<file path="config.mk">
export PLATFORM = sky130hd
export DESIGN_NAME = acc_ctrl
export DESIGN_NICKNAME = d
export VERILOG_FILES = /design/src/rtl/acc_ctrl_pkg.sv /design/src/rtl/acc_ctrl_decode.sv /design/src/rtl/acc_ctrl.sv
export SDC_FILE = /design/constraint.sdc
export NUM_CORES = 1
export LEC_CHECK = 0
export CORE_UTILIZATION = 47
export CTS_CLUSTER_DIAMETER = 40
export DETAILED_ROUTE_END_ITERATION = 16
export HOLD_SLACK_MARGIN = 0.02
export PLACE_DENSITY = 0.79
export SYNTH_ARGS = -nofsm -noshare
export SYNTH_HDL_FRONTEND = slang
export SYNTH_HIERARCHICAL = 1
export SYNTH_SLANG_ARGS = --single-unit
</file>
<file path="constraint.sdc">
create_clock -name clk -period 2.3 [get_ports clk]
set_input_delay 0.46 -clock clk [delete_from_list [all_inputs] [get_ports clk]]
set_output_delay 0.46 -clock clk [all_outputs]
set_load 0.05 [all_outputs]
</file>
<file path="src/rtl/acc_ctrl_pkg.sv">
// Shared definitions for the accumulator controller: opcodes, FSM states and ALU codes.
package acc_ctrl_pkg;

   typedef enum logic [2:0] {
      StFetch  = 3'd0,
      StDecode = 3'd1,
      StExec   = 3'd2,
      StWb     = 3'd3,
      StHalt   = 3'd4
   } state_e;

   localparam logic [3:0] OpNop  = 4'h0;
   localparam logic [3:0] OpLda  = 4'h1;
   localparam logic [3:0] OpSta  = 4'h2;
   localparam logic [3:0] OpAdd  = 4'h3;
   localparam logic [3:0] OpSub  = 4'h4;
   localparam logic [3:0] OpAnd  = 4'h5;
   localparam logic [3:0] OpOr   = 4'h6;
   localparam logic [3:0] OpNot  = 4'h7;
   localparam logic [3:0] OpJz   = 4'h8;
   localparam logic [3:0] OpHalt = 4'hF;

   localparam logic [2:0] AluAdd = 3'b000;
   localparam logic [2:0] AluSub = 3'b001;
   localparam logic [2:0] AluAnd = 3'b010;
   localparam logic [2:0] AluOr  = 3'b011;
   localparam logic [2:0] AluNot = 3'b100;

   // Opcodes 9..E are unassigned and execute as a NOP.
   function automatic logic is_illegal(input logic [3:0] op);
      return (op >= 4'h9) && (op <= 4'hE);
   endfunction

   // Opcodes that use the ALU and therefore need a write-back cycle.
   function automatic logic is_alu(input logic [3:0] op);
      return (op >= OpAdd) && (op <= OpNot);
   endfunction

   function automatic logic [2:0] alu_code(input logic [3:0] op);
      logic [2:0] code;
      case (op)
         OpAdd:   code = AluAdd;
         OpSub:   code = AluSub;
         OpAnd:   code = AluAnd;
         OpOr:    code = AluOr;
         OpNot:   code = AluNot;
         default: code = AluAdd;
      endcase
      return code;
   endfunction

endpackage

</file>
<file path="src/rtl/acc_ctrl_decode.sv">
// Combinational control decode: maps the current FSM state and the latched
// instruction onto the datapath strobes and status outputs (Moore outputs only).
module acc_ctrl_decode
   import acc_ctrl_pkg::*;
(
   input  logic [2:0] state,
   input  logic [3:0] op,
   input  logic [1:0] sel,
   output logic       fetch_req,
   output logic       halted,
   output logic       illegal,
   output logic       LoadAcc,
   output logic       DumpAcc,
   output logic       LoadReg,
   output logic       DumpReg,
   output logic [1:0] RegSel,
   output logic       AccSrc,
   output logic [2:0] AluOp,
   output logic       AluLatch
);

   // Every output defaults to idle; each state raises only what it owns.
   always_comb begin
      fetch_req = 1'b0;
      halted    = 1'b0;
      illegal   = 1'b0;
      LoadAcc   = 1'b0;
      DumpAcc   = 1'b0;
      LoadReg   = 1'b0;
      DumpReg   = 1'b0;
      RegSel    = 2'b00;
      AccSrc    = 1'b0;
      AluOp     = AluAdd;
      AluLatch  = 1'b0;
      case (state)
         StFetch: begin
            fetch_req = 1'b1;
         end
         StDecode: begin
            illegal = is_illegal(op);
         end
         StExec: begin
            case (op)
               OpLda: begin
                  DumpReg = 1'b1;
                  RegSel  = sel;
                  AccSrc  = 1'b0;
                  LoadAcc = 1'b1;
               end
               OpSta: begin
                  DumpAcc = 1'b1;
                  LoadReg = 1'b1;
                  RegSel  = sel;
               end
               OpAdd, OpSub, OpAnd, OpOr: begin
                  DumpReg  = 1'b1;
                  RegSel   = sel;
                  AluLatch = 1'b1;
                  AluOp    = alu_code(op);
               end
               // NOT is unary: no operand B is captured.
               OpNot: begin
                  AluOp = AluNot;
               end
               default: begin
               end
            endcase
         end
         StWb: begin
            if (is_alu(op)) begin
               AluOp   = alu_code(op);
               AccSrc  = 1'b1;
               LoadAcc = 1'b1;
            end
         end
         StHalt: begin
            halted = 1'b1;
         end
         default: begin
         end
      endcase
   end

endmodule

</file>
<file path="src/rtl/acc_ctrl.sv">
// Accumulator-machine controller: fetch/decode/execute/write-back FSM,
// program counter and instruction register. Strobes come from acc_ctrl_decode.
module acc_ctrl
   import acc_ctrl_pkg::*;
(
   input  logic       clk,
   input  logic       reset,
   input  logic [7:0] instr,
   input  logic       instr_valid,
   input  logic       acc_zero,
   output logic       fetch_req,
   output logic [7:0] pc,
   output logic       LoadAcc,
   output logic       DumpAcc,
   output logic       LoadReg,
   output logic       DumpReg,
   output logic [1:0] RegSel,
   output logic       AccSrc,
   output logic [2:0] AluOp,
   output logic       AluLatch,
   output logic       halted,
   output logic       illegal
);

   state_e     state_q, state_d;
   logic [7:0] pc_q, pc_d;
   logic [7:0] ir_q, ir_d;
   logic [3:0] op;

   assign op = ir_q[7:4];
   assign pc = pc_q;

   // State, PC and IR registers; reset wins over every transition.
   always_ff @(posedge clk) begin
      if (reset) begin
         state_q <= StFetch;
         pc_q    <= 8'h00;
         ir_q    <= 8'h00;
      end else begin
         state_q <= state_d;
         pc_q    <= pc_d;
         ir_q    <= ir_d;
      end
   end

   // Next-state, PC and IR update.
   always_comb begin
      state_d = state_q;
      pc_d    = pc_q;
      ir_d    = ir_q;
      case (state_q)
         StFetch: begin
            if (instr_valid) begin
               ir_d    = instr;
               pc_d    = pc_q + 8'd1;
               state_d = StDecode;
            end
         end
         StDecode: begin
            if (op == OpHalt) begin
               state_d = StHalt;
            end else if ((op == OpNop) || is_illegal(op)) begin
               state_d = StFetch;
            end else begin
               state_d = StExec;
            end
         end
         StExec: begin
            // pc_q already points past the JZ, so only its low nibble is replaced.
            if ((op == OpJz) && acc_zero) begin
               pc_d = {pc_q[7:4], ir_q[3:0]};
            end
            state_d = is_alu(op) ? StWb : StFetch;
         end
         StWb: begin
            state_d = StFetch;
         end
         StHalt: begin
            state_d = StHalt;
         end
         default: begin
            state_d = StFetch;
         end
      endcase
   end

   acc_ctrl_decode u_decode (
      .state     (state_q),
      .op        (op),
      .sel       (ir_q[1:0]),
      .fetch_req (fetch_req),
      .halted    (halted),
      .illegal   (illegal),
      .LoadAcc   (LoadAcc),
      .DumpAcc   (DumpAcc),
      .LoadReg   (LoadReg),
      .DumpReg   (DumpReg),
      .RegSel    (RegSel),
      .AccSrc    (AccSrc),
      .AluOp     (AluOp),
      .AluLatch  (AluLatch)
   );

endmodule

</file>
==> Word-level counts from Yosys, hierarchy flattened <==
Cells that the tools add are included.
{ "totals": {"ff_bits": 19, "inputBits": 12, "out_inout_bits": 22, "word_cells": 66} }
{ "classes": {"add_sub_neg": 1, "n_lt_le_gt_ge": 4, "n_eq_ne": 15, "n_mux": 28, "bitwise": 1, "n_reduce_logical": 13} }
{ "op_table": {"columns": ["cell", "count"], "rows": [
  ["$pmux 3 s4", 2],
  ["$eq 4x3->1 const B", 4],
  ["$pmux 8 s2", 1],
  ["$mux 1", 12],
  ["$pmux 3 s2", 2],
  ["$mux 3", 3],
  ["$add 8x1->8 const B", 1],
  ["$eq 4x2->1 const B", 2],
  ["$eq 4x4->1 const B", 2],
  ["$mux 2", 4],
  ["$mux 8", 1],
  ["$eq 3x2->1 const B", 2],
  ["$pmux 2 s3", 1],
  ["$reduce_and 3->1", 2],
  ["$reduce_or 6->1", 1],
  ["$reduce_or 5->1", 1],
  ["$eq 4x1->1 const B", 1],
  ["$ge 4x2->1 const B", 1],
  ["$ge 4x4->1 const B", 1],
  ["$le 4x3->1 const B", 1],
  ["$le 4x4->1 const B", 1],
  ["$logic_not 4->1", 1],
  ["$mux 4", 1],
  ["$ne 2x2->1 const B", 2],
  ["other kinds (10)", 12]
]} }

==> Depth between registers and ports, before layout <==
Gate-level depths: netlist of the first run.
{ "depth": {"depth_word": 6, "depth_mapped": 6, "depth_no_buf": 5} }

==> Cells and area by module <==
Netlist of the first run, hierarchy kept.
{ "modules_own_cells": {"columns": ["mod", "n_inst", "cells_per_inst", "area_each_um2", "seq_area_each_um2"], "rows": [
  ["acc_ctrl", 1, 109, 963.4, 380.4],
  ["acc_ctrl_decode", 1, 32, 214.0, 0.0]
]} }

==> Worst setup path before layout of the first run <==
Ideal clock, no wire load.
{ "synth_path": {"path_type": "register to output", "start": "register state_q[1]", "end": "output AccSrc", "arrival_time_ns": 2.165, "required_ns": 1.840, "slack_ns": -0.325, "stages_incl_launch_ff": 3, "path_buffers": 0, "cell_sequence": "dfxtp_1 > or3b_4 > nor3b_1"} }
{ "synth_between": {"elab_chain_len": 2} }
{ "synth_lines": {"columns": ["element", "line", "rtl"], "rows": [
  ["from (decl)", "acc_ctrl.sv:25", "state_e state_q, state_d;"],
  ["from (signal assigned)", "acc_ctrl.sv:36", "state_q <= StFetch;"],
  ["from (signal assigned)", "acc_ctrl.sv:40", "state_q <= state_d;"],
  ["$eq 3x2->1", "acc_ctrl_decode.sv:35", "case (state)"],
  ["$mux 1", null, null],
  ["to (decl)", "acc_ctrl.sv:18", "output logic AccSrc,"]
]} }
Every way passes these cells.

==> Worst setup path after layout of the first run <==
{ "layout_path": {"start": "register state_q[1]", "end": "output LoadReg"} }
{ "layout_between": {"elab_chain_len": 2} }
{ "layout_lines": {"columns": ["element", "line", "rtl"], "rows": [
  ["$eq 3x2->1", "acc_ctrl_decode.sv:35", null],
  ["$mux 1", "acc_ctrl_decode.sv:35", null],
  ["to (decl)", "acc_ctrl.sv:15", "output logic LoadReg,"]
]} }
Every way passes these cells.

==> flow_metrics.tcl, run 1 <==
set metrics [dict create \
    die_w_um 52.05 \
    drt-total-wl_mm 2.620 \
    instances_no_fill 204 \
    synthesis.area_mm2 0.001177 \
    portBuffers 33 \
    r2r_slack_ns 0.66 \
    hold_violations 0 \
    die_y_um 52.05 \
    grt_max_degree 17 \
    ys_seq_area_share_pct 32.31 \
    cts_max_level 1 \
    grt_pass1_vias 1013 \
    cts_buffers 3 \
    rsz0062_at_grt "false" \
    relSlewSlack_pct 58.70 \
    max_freq_mhz 452.0 \
    ir_drop_mv 0.3053 \
    clkLatencyLatePin_ns 0.29 \
    min_from "ir_q[2]" \
    yosysTopAreaCellShare_pct 32.31 \
    finalNetCount 190 \
    holdPathEnd "ir_q[2]" \
    synth_cells 141 \
    synth_top_area_cell "dfxtp_1" \
    syn_to_final_growth_pct 41.02 \
    synth_seq_cells 19 \
    crit_type "flop to primary output" \
    status "finished, final reports clean" \
    worst_pin_slew_ns 0.6180 \
    cp_max_fo 13 \
    cts_tree "yes" \
    hold_path_depth 2 \
    power_density_mw_per_mm2 418.8 \
    path_clk_slew_ns 0.10 \
    ant_nets 0 \
    final_cell_mix "nand2_1 (26), clkdlybuf4s50_1 (19), dfxtp_1 (17)" \
    drc 0 \
    worstReg2RegEnd "pc[1]" \
    grt_usage_pct 22.19 \
    cts_max_path_buffers 2 \
    finish.utilization_pct 72.95 \
    initial_core_util_pct 51.73 \
    slew_viol_final 0 \
    place_congestion 0.8170 \
    via_per_inst 5.441 \
    ys_types 39 \
    gr-total-overflow 0 \
    wire_per_inst_um 12.84 \
    dp_cells 200 \
    setup_violations 0 \
    antenna_found_initial 0 \
    num_rows 17 \
    cts.root.buffer_cell "clkbuf_4" \
    holdCritPathClass "flop to flop" \
    cts.sink_count 19 \
    drt_pass1_iterations 4 \
    die-area_mm2 0.002709 \
    synthesis.nets 154 \
    crit_path_start_kind "flop" \
    drive_gt1_share_pct 22.16 \
    coreArea_mm2 0.002276 \
    io_pins 34 \
    reg2reg_from "state_q[0]" \
    final_common_cell "nand2_1" \
    p_leak_nw 0.6382 \
    period_minus_slack_ns 2.212 \
    hpwl_mm 1.951 \
    drv_cap 0 \
    vias 1110 \
    drt_iter0_drc 13 \
    n_antenna_cell 0 \
    syn-mean-instance-area_um2 8.350 \
    crit_required_ns 1.84 \
    reg2reg_depth 5 \
    yosys-top-cells-area "dfxtp_1 (32%), nand2_1 (8.3%), nor4b_4 (6.1%), a21oi_1 (5.5%), nor2_1 (4.1%)" \
    grt_pass1_wl_mm 4.443 \
    yosysWarningCount 6 \
    worstPathArrival_ns 1.75 \
    final.setup_skew_ns 0.002453 \
    finalCritPeriodShare_pct 96.19 \
    end_kind "primary output" \
    setup_tns_ns 0 \
]
[layout make-up]
| cell class | instances | area [µm²] |
|---|---|---|
| multi-input cells | 113 | 753.2 |
| flip-flops and latches | 19 | 385.4 |
| clock buffers | 4 | 26.28 |
| fillers | 183 | 615.6 |
| well taps | 28 | 35.03 |
| repair buffers | 40 | 460.4 |
[synth_stat cells (all sizes together)]
cell type	number
a31oi	3
o21a	4
mux2i	1
nand3b	1
nor4	1
xor2	5
and3	6
nor2	14
o211a	1
xnor2	1
nor4b	4
ha	1
a2111oi	1
a21oi	13
or3b	3
o22a	1
nand2b	2
a21o	2
nor2b	1
nand4	3
nand2	26
or2	1
buf	8
nor3b	4
nor3	5
dfxtp	19
nand3	3
clkbuf	1
and4	1
mux2	1
o21ai	4
[cells by family (layout without fill, tap and decap cells)]
family                   Yosys count  count (layout)  synth area share, %
AND/OR/NAND/NOR                   75              75                39.43
flip-flops                        19              19                32.31
multiplexers                       2               2                1.807
buffers and inverters              9              44                4.569
AO/OA/AOI/OAI                     29              29                16.37
XOR/XNOR                           6               6                4.463
adder cells (fa/ha/maj)            1               1                1.063
[routing by layer]
layer | up-vias | wire length (µm) | global-route usage [%]
li1 | 566 | - | -
met1 | 508 | 1209 | 29.62
met2 | 32 | 1287 | 36.75
met3 | 4 | 95 | 2.047
met4 | 0 | 27 | 8.108
met5 | - | 0 | 0
[timing repair]
| action | 4_1_cts | 5_1_grt |
|---|---|---|
| setup buffers | 0 | 0 |
| resized for setup | 0 | 2 |
| hold buffers | 0 | 0 |
| setup endpoints to repair | 0 | 4 |
[registers in the layout (all words and copies together), names as in the netlist]
signal and flops:
ir_q 8, pc 8, state_q 3
[worst max-delay path, stage by stage, from the launching register on]
cell	delay (ns)
dfxtp_4	0.44
or3b_4	0.46
nor4b_4	0.37
buf_12	0.19
[stage by stage]
stage                     cell area (µm²)  hold WS (ns)  worst slack, ns  power (mW)
final                                1660        0.4702          0.08772      0.6953
after global routing                 1660        0.5079          0.02688      0.7284
after CTS                            1657        0.4692          0.01638      0.7009
after detailed placement             1630        0.4494           0.3473      0.5379
after global placement               1630        0.4456           0.3857      0.5329
after floorplan                      1192        0.4366          0.04316      0.4802
[power breakdown]
group	total, mW	internal (mW)	switching [mW]	leakage (nW)
Sequential	0.365	0.343	0.0225	0.156
Clock	0.165	0.0675	0.0977	0.0150
Combinational	0.165	0.0749	0.0898	0.467
Total	0.695	0.485	0.210	0.638
[how the worst max path moves through the flow]
stage,startpoint,end,slack (ns),cells past startpoint
3_3_place_gp,state_q[1],DumpAcc,0.39,3
3_5_place_dp,state_q[1],LoadReg,0.35,3
5_1_grt,state_q[1],DumpAcc,0.03,3
4_1_cts,state_q[1],LoadReg,0.02,3
6_report,state_q[1],LoadReg,0.09,3
2_1_floorplan,state_q[1],LoadReg,0.04,3
(Power assumes the default switching activity.)
==> run 2, diff against run 1 <==
--- a/config.mk
+++ b/config.mk
@@ -5,7 +5,8 @@
 export SDC_FILE = /design/constraint.sdc
 export NUM_CORES = 1
 export LEC_CHECK = 0
-export CORE_UTILIZATION = 47
+export ABC_AREA = 1
+export CORE_UTILIZATION = 46
 export CTS_CLUSTER_DIAMETER = 40
 export DETAILED_ROUTE_END_ITERATION = 16
 export HOLD_SLACK_MARGIN = 0.02
==> run 2 against run 1 <==
Net effect: register-to-register slack gained 0.19 ns; non-clock buffer count fell by 6; core utilization is 5.8 points lower; cell count is 21% higher; synthesized cell count increased by 30%; worst hold slack better by 0.0034 ns; clock skew decreased by 0.0015 ns; via count is 17% higher; worst setup slack worse by 0.019 ns; global-route usage is 1.9 points higher; critical path depth decreased by 1; die area is 2.8% lower; largest cell class unchanged.
==> flow_metrics.tcl, run 2 <==
set metrics [dict create \
    synth_cells 184 \
    path_clk_slew_ns 0.10 \
    place_congestion 0.8444 \
    dpl-instance-area_mm2 0.001485 \
    drt_iter0_drc 25 \
    holdCritPathClass "flop to flop" \
    drive_gt1_share_pct 11.93 \
    final_common_cell "nand2_1" \
    hold_buffers 0 \
    p_leak_nw 0.6829 \
    power_density_mw_per_mm2 532.9 \
    via_per_inst 5.260 \
    reg2reg_from "state_q[1]" \
    p_clk_share_pct 21.1 \
    worst_slack_ns 0.06921 \
    setup_tns_ns 0 \
    synthArstFlopShare_pct 0 \
    syn-mean-instance-area_um2 6.079 \
    end_kind "primary output" \
    ant_nets 0 \
    post-cts-setup-buffer-count 0 \
    clkLatencyLatePin_ns 0.30 \
    cts.root.buffer_cell "clkbuf_4" \
    drt_pass1_iterations 4 \
    final.setup_skew_ns 0.0009995 \
    die-area_mm2 0.002633 \
    vias 1294 \
    grt_max_degree 16 \
    ys.flop_type "dfxtp_1" \
    hold_violations 0 \
    initial_core_util_pct 49.61 \
    grt_usage_pct 24.07 \
    n_antenna_cell 0 \
    coreArea_mm2 0.002255 \
    startpoint "state_q[0]" \
    reg2reg_depth 7 \
    synthesis.area_mm2 0.001119 \
    synth_common_cells "nand2_1 (52), nor2_1 (35), inv_1 (21), dfxtp_1 (19), a21oi_1 (14)" \
    finalNetCount 232 \
    relSlewSlack_pct 66.78 \
    switching_share_pct 36.70 \
    io_pins 34 \
    setup_violations 0 \
    worstSetupEndpoint "fetch_req" \
    cts_buffers 3 \
    cp_max_fo 9 \
    hold_ws_ns 0.4735 \
    ys_types 21 \
    ys_seq_area_share_pct 34.00 \
    antenna_found_initial 0 \
    yosys-top-cells-area "dfxtp_1 (34%), nand2_1 (17%), nor2_1 (12%), inv_1 (7.0%), a21oi_1 (6.3%)" \
    synth_most_common_cell "nand2_1" \
    synthesis.nets 197 \
    worstReg2RegEnd "pc[0]" \
    pwr-share-comb_pct 30.5 \
    gr-total-overflow 0 \
    portBuffers 33 \
    num_rows 17 \
    synth_top_area_cell "dfxtp_1" \
    die_w_um 51.31 \
    max_freq_mhz 448.3 \
    crit_type "flop to primary output" \
    power_switching_mw 0.2961 \
    cts.sink_count 19 \
    period_minus_slack_ns 2.231 \
    crit_required_ns 1.84 \
    drv_cap 0 \
    die_y_um 51.31 \
    drc 0 \
    drt-total-wl_mm 2.809 \
    rsz0062_at_grt "false" \
    crit_path_start_kind "flop" \
    yosysWarningCount 6 \
    yosysTopAreaCellShare_pct 34.00 \
    syn_to_final_growth_pct 35.35 \
    slew_viol_final 0 \
    hpwl_mm 2.163 \
    pre_cts_ws_ns 0.3962 \
    grt_pass1_wl_mm 4.781 \
    cts_tree "yes" \
    cts_max_path_buffers 2 \
    ir_drop_mv 0.4257 \
    wire_per_inst_um 11.42 \
    final_area_mm2 0.001514 \
    worstPathArrival_ns 1.77 \
    final_cell_mix "nand2_1 (52), nor2_1 (34), inv_1 (21)" \
    r2r_slack_ns 0.85 \
    synth_edf_count 0 \
    grt_pass1_vias 1163 \
    power_frac_seq_pct 48.4 \
    worst_pin_slew_ns 0.4967 \
    status "finished, final reports clean" \
    internal_power_mw 0.5107 \
    synth_seq_cells 19 \
    finalCritPeriodShare_pct 96.99 \
    cts_max_level 1 \
]
-- run 2: cell types whose count changed in the layout (fill, tap and decap cells not counted), sizes merged, moves of 3 or more --
cell   delta
nand2    +27
nor2     +24
inv      +23
nand3    +11
buf       -7
and3      -6
o21ai     +5
xor2      -5
nor3b     -4
nor4b     -4
o21a      -4
or3b      -3
-- run 2: worst max-delay path, cell delays in order (launching register included) --
cell and delay (ns):
dfxtp_1 0.43, nor3_1 0.21, clkdlybuf4s50_1 0.82
-- run 2: repair_timing --
action	in CTS	in global routing
resized for setup	0	1
setup endpoints to repair	0	2
endpoints found under the hold margin	0	0
-- run 2: area by class of cell --
cell class,count,area (µm²)
inverters,23,86.33
clock buffers,4,26.28
flip-flops and latches,19,380.4
repair buffers,34,355.3
well taps,28,35.03
multi-input cells,138,630.6
fillers,208,740.7
-- run 2: metrics by stage --
step / power (mW) / std cells / util (%)
finish: 0.8068 / 246 / 67.15
global route: 0.8506 / 246 / 67.15
CTS: 0.8044 / 246 / 67.04
detailed placement: 0.6403 / 242 / 65.87
global placement: 0.6320 / 242 / 65.87
floorplan: 0.5619 / 184 / -
-- run 2: worst min path at each step --
stage / cells after the start / start / end / slack [ns]
final: 2 / ir_q[0] / ir_q[0] / 0.47
after global routing: 2 / ir_q[0] / ir_q[0] / 0.50
after CTS: 2 / ir_q[0] / ir_q[0] / 0.48
after detailed placement: 2 / ir_q[0] / ir_q[0] / 0.46
after global placement: 2 / ir_q[0] / ir_q[0] / 0.45
after floorplan: 2 / ir_q[1] / ir_q[1] / 0.44
-- run 2: layer usage --
| metal | GRT usage [%] | vias up | part of all wire (%) |
|---|---|---|---|
| li1 | - | 647 | - |
| met4 | 11.71 | 0 | 2.4 |
| met2 | 42.32 | 44 | 49 |
| met3 | 1.786 | 7 | 4.7 |
| met1 | 29.35 | 596 | 44 |
| met5 | 0 | - | 0 |
-- run 2: power groups by stage --
| stage | logic, mW | registers (mW) | clock network, mW |
|---|---|---|---|
| after floorplan | 0.143 | 0.419 | 0 |
| after global placement | 0.238 | 0.394 | 0 |
| after detailed placement | 0.243 | 0.397 | 0 |
| after CTS | 0.245 | 0.390 | 0.170 |
| after global routing | 0.272 | 0.394 | 0.185 |
| final | 0.246 | 0.390 | 0.171 |
-- run 2: cells by family after synthesis --
kind of cell	synth area share [%]
XOR/XNOR	0.7831
adder cells (fa/ha/maj)	1.118
AO/OA/AOI/OAI	11.63
flip-flops	34.00
buffers and inverters	9.843
AND/OR/NAND/NOR	42.62
==> run 3, diff against run 2 <==
--- a/config.mk
+++ b/config.mk
@@ -10,8 +10,7 @@
 export CTS_CLUSTER_DIAMETER = 40
 export DETAILED_ROUTE_END_ITERATION = 16
 export HOLD_SLACK_MARGIN = 0.02
-export PLACE_DENSITY = 0.79
+export PLACE_DENSITY = 0.78
 export SYNTH_ARGS = -nofsm -noshare
 export SYNTH_HDL_FRONTEND = slang
-export SYNTH_HIERARCHICAL = 1
 export SYNTH_SLANG_ARGS = --single-unit
==> run 3 against run 2 <==
Net effect: count of clock-buffer cells in the layout did not move; non-clock buffer count is the same; clock power increased by 4%; worst hold slack got worse by 0.0052 ns.
==> flow_metrics.tcl, run 3 <==
set metrics [dict create \
    reg2reg_from "pc[0]" \
    synth_seq_cells 19 \
    synth_common_cells "nand2_1 (45), inv_1 (22), dfxtp_1 (19), nor2_1 (16), nand3_1 (14)" \
    grt_pass1_vias 1058 \
    power_density_mw_per_mm2 520.7 \
    relSlewSlack_pct 66.97 \
    rsz0062_at_grt "false" \
    die_w_um 51.62 \
    wire_per_inst_um 11.64 \
    crit_required_ns 1.84 \
    antenna_found_initial 0 \
    die_y_um 51.62 \
    ys_seq_area_share_pct 33.59 \
    hold_ws_ns 0.4683 \
    end_kind "primary output" \
    synth_edf_count 0 \
    num_rows 17 \
    worst_pin_slew_ns 0.4939 \
    initial_core_util_pct 49.75 \
    drt_pass1_iterations 4 \
    synth_top_area_cell "dfxtp_1" \
    clkLatencyLatePin_ns 0.30 \
    cts_resized 0 \
    status "finished, final reports clean" \
    cts_max_level 1 \
    hold_path_depth 2 \
    drive_gt1_share_pct 18.05 \
    synthesis.area_mm2 0.001132 \
    post-cts-setup-buffer-count 0 \
    period_minus_slack_ns 2.115 \
    ant_nets 0 \
    portBuffers 33 \
    yosys-top-cells-area "dfxtp_1 (34%), nand2_1 (15%), inv_1 (7.3%), nand3_1 (6.2%), a21oi_1 (5.3%)" \
    setup_violations 0 \
    yosysTopAreaCellShare_pct 33.59 \
    drc 0 \
    coreArea_mm2 0.002276 \
    grt_max_degree 18 \
    holdPathEnd "ir_q[2]" \
    cts_buffers 3 \
    worstPathArrival_ns 1.66 \
    via_per_inst 5.069 \
    final_common_cell "nand2_1" \
    hpwl_mm 2.086 \
    ys.flop_type "dfxtp_1" \
    slowest_stage "dfxtp_1" \
    drv_cap 0 \
    synth_cells 170 \
    crit_type "flop to primary output" \
    n_antenna_cell 0 \
    cp_max_fo 6 \
    instances_no_fill 233 \
    io_pins 34 \
    gr-total-overflow 0 \
    vias 1181 \
    max_freq_mhz 472.8 \
    holdCritPathClass "flop to flop" \
    finish.utilization_pct 66.90 \
    ir_drop_mv 0.3894 \
    worstReg2RegEnd "pc[6]" \
    final_cell_mix "nand2_1 (45), inv_1 (22), clkdlybuf4s50_1 (19), dfxtp_1 (19), nor2_1 (16)" \
    path_clk_slew_ns 0.11 \
    finalNetCount 219 \
    slew_viol_final 0 \
    cp_slowest_stage_delay_ns 0.46 \
    yosysWarningCount 0 \
    r2r_slack_ns 0.95 \
    drt-total-wl_mm 2.713 \
    dp_cells 229 \
    final.setup_skew_ns 0.0008200 \
    syn_to_final_growth_pct 34.48 \
    critical_path.top_delay_family "simple AND/OR/NAND/NOR gates" \
    synth_most_common_cell "nand2_1" \
    worstPathCellList "nor3_1 -> or2_2 -> nor3_1 -> buf_12" \
    path_buf_inv 1 \
    ys_types 27 \
    cts.root.buffer_cell "clkbuf_4" \
    syn-mean-instance-area_um2 6.661 \
    p_leak_nw 0.6580 \
    drt_iter0_drc 31 \
    synthArstFlopShare_pct 0 \
    grt_pass1_wl_mm 4.471 \
    finalCritPeriodShare_pct 91.97 \
    cts.sink_count 19 \
    cts_tree "yes" \
    die-area_mm2 0.002664 \
    crit_path_start_kind "flop" \
    cts_max_path_buffers 2 \
    min_from "ir_q[2]" \
    setup_tns_ns 0 \
    synthesis.nets 183 \
    place_congestion 0.8283 \
    hold_violations 0 \
    grt_usage_pct 21.92 \
    path_common_cell "nor3_1" \
    reg2reg_depth 7 \
    hold_buffers 0 \
]
==> run 3: worst max-delay path by stage <==
stage | start | endpoint | slack (ns) | cells past startpoint
after global routing | ir_q[6] | LoadAcc | 0.05 | 9
after floorplan | ir_q[4] | illegal | 0.02 | 3
final | ir_q[4] | illegal | 0.18 | 4
after detailed placement | instr_valid | pc[7] | 0.43 | 7
after global placement | instr_valid | pc[6] | 0.51 | 6
after CTS | ir_q[4] | illegal | 0.19 | 4
==> run 3: per-layer routing <==
metal,track usage (%),share of wire (%),up-vias
li1,-,-,618
met1,28.24,46,518
met2,37.66,48,40
met3,2.924,5.4,5
met4,6.757,1.2,0
met5,0,0,-
==> run 3: worst reg2reg max path: stages (launching register included) <==
cell and delay [ns]:
dfxtp_1 0.47, ha_1 0.23, nand3_1 0.12, nor3_2 0.22, nand2_1 0.08, nand2_1 0.07
inv_1 0.04, nor2_1 0.07
==> run 3: cell type report <==
type | instances | area (µm²)
Fill cell | 183 | 753.2
Multi-Input combinational cell | 125 | 654.4
Sequential cell | 19 | 380.4
Timing Repair Buffer | 34 | 340.3
Inverter | 23 | 86.33
Tap cell | 28 | 35.03
Clock buffer | 4 | 26.28
==> run 3: logic make-up after synthesis <==
group	Yosys count	synth area share, %
adders and majority gates	1	1.105
buffers and inverters	26	9.613
and+or+nand+nor	97	42.43
DFF	19	33.59
AOI/OAI and AO/OA	27	13.26
==> run 3: through the flow <==
| stage | total power [mW] | instance area [µm²] | setup slack, ns |
|---|---|---|---|
| after global placement | 0.6181 | 1496 | 0.5103 |
| final | 0.7929 | 1523 | 0.1847 |
| after CTS | 0.7929 | 1523 | 0.1900 |
| after floorplan | 0.5527 | 1144 | 0.02460 |
| after global routing | 0.8360 | 1523 | 0.04857 |
| after detailed placement | 0.6220 | 1496 | 0.4340 |
==> run 3: power breakdown <==
group / switching, mW / internal, mW
registers: 0.0325 / 0.352
clock network: 0.110 / 0.0678
logic: 0.147 / 0.0842
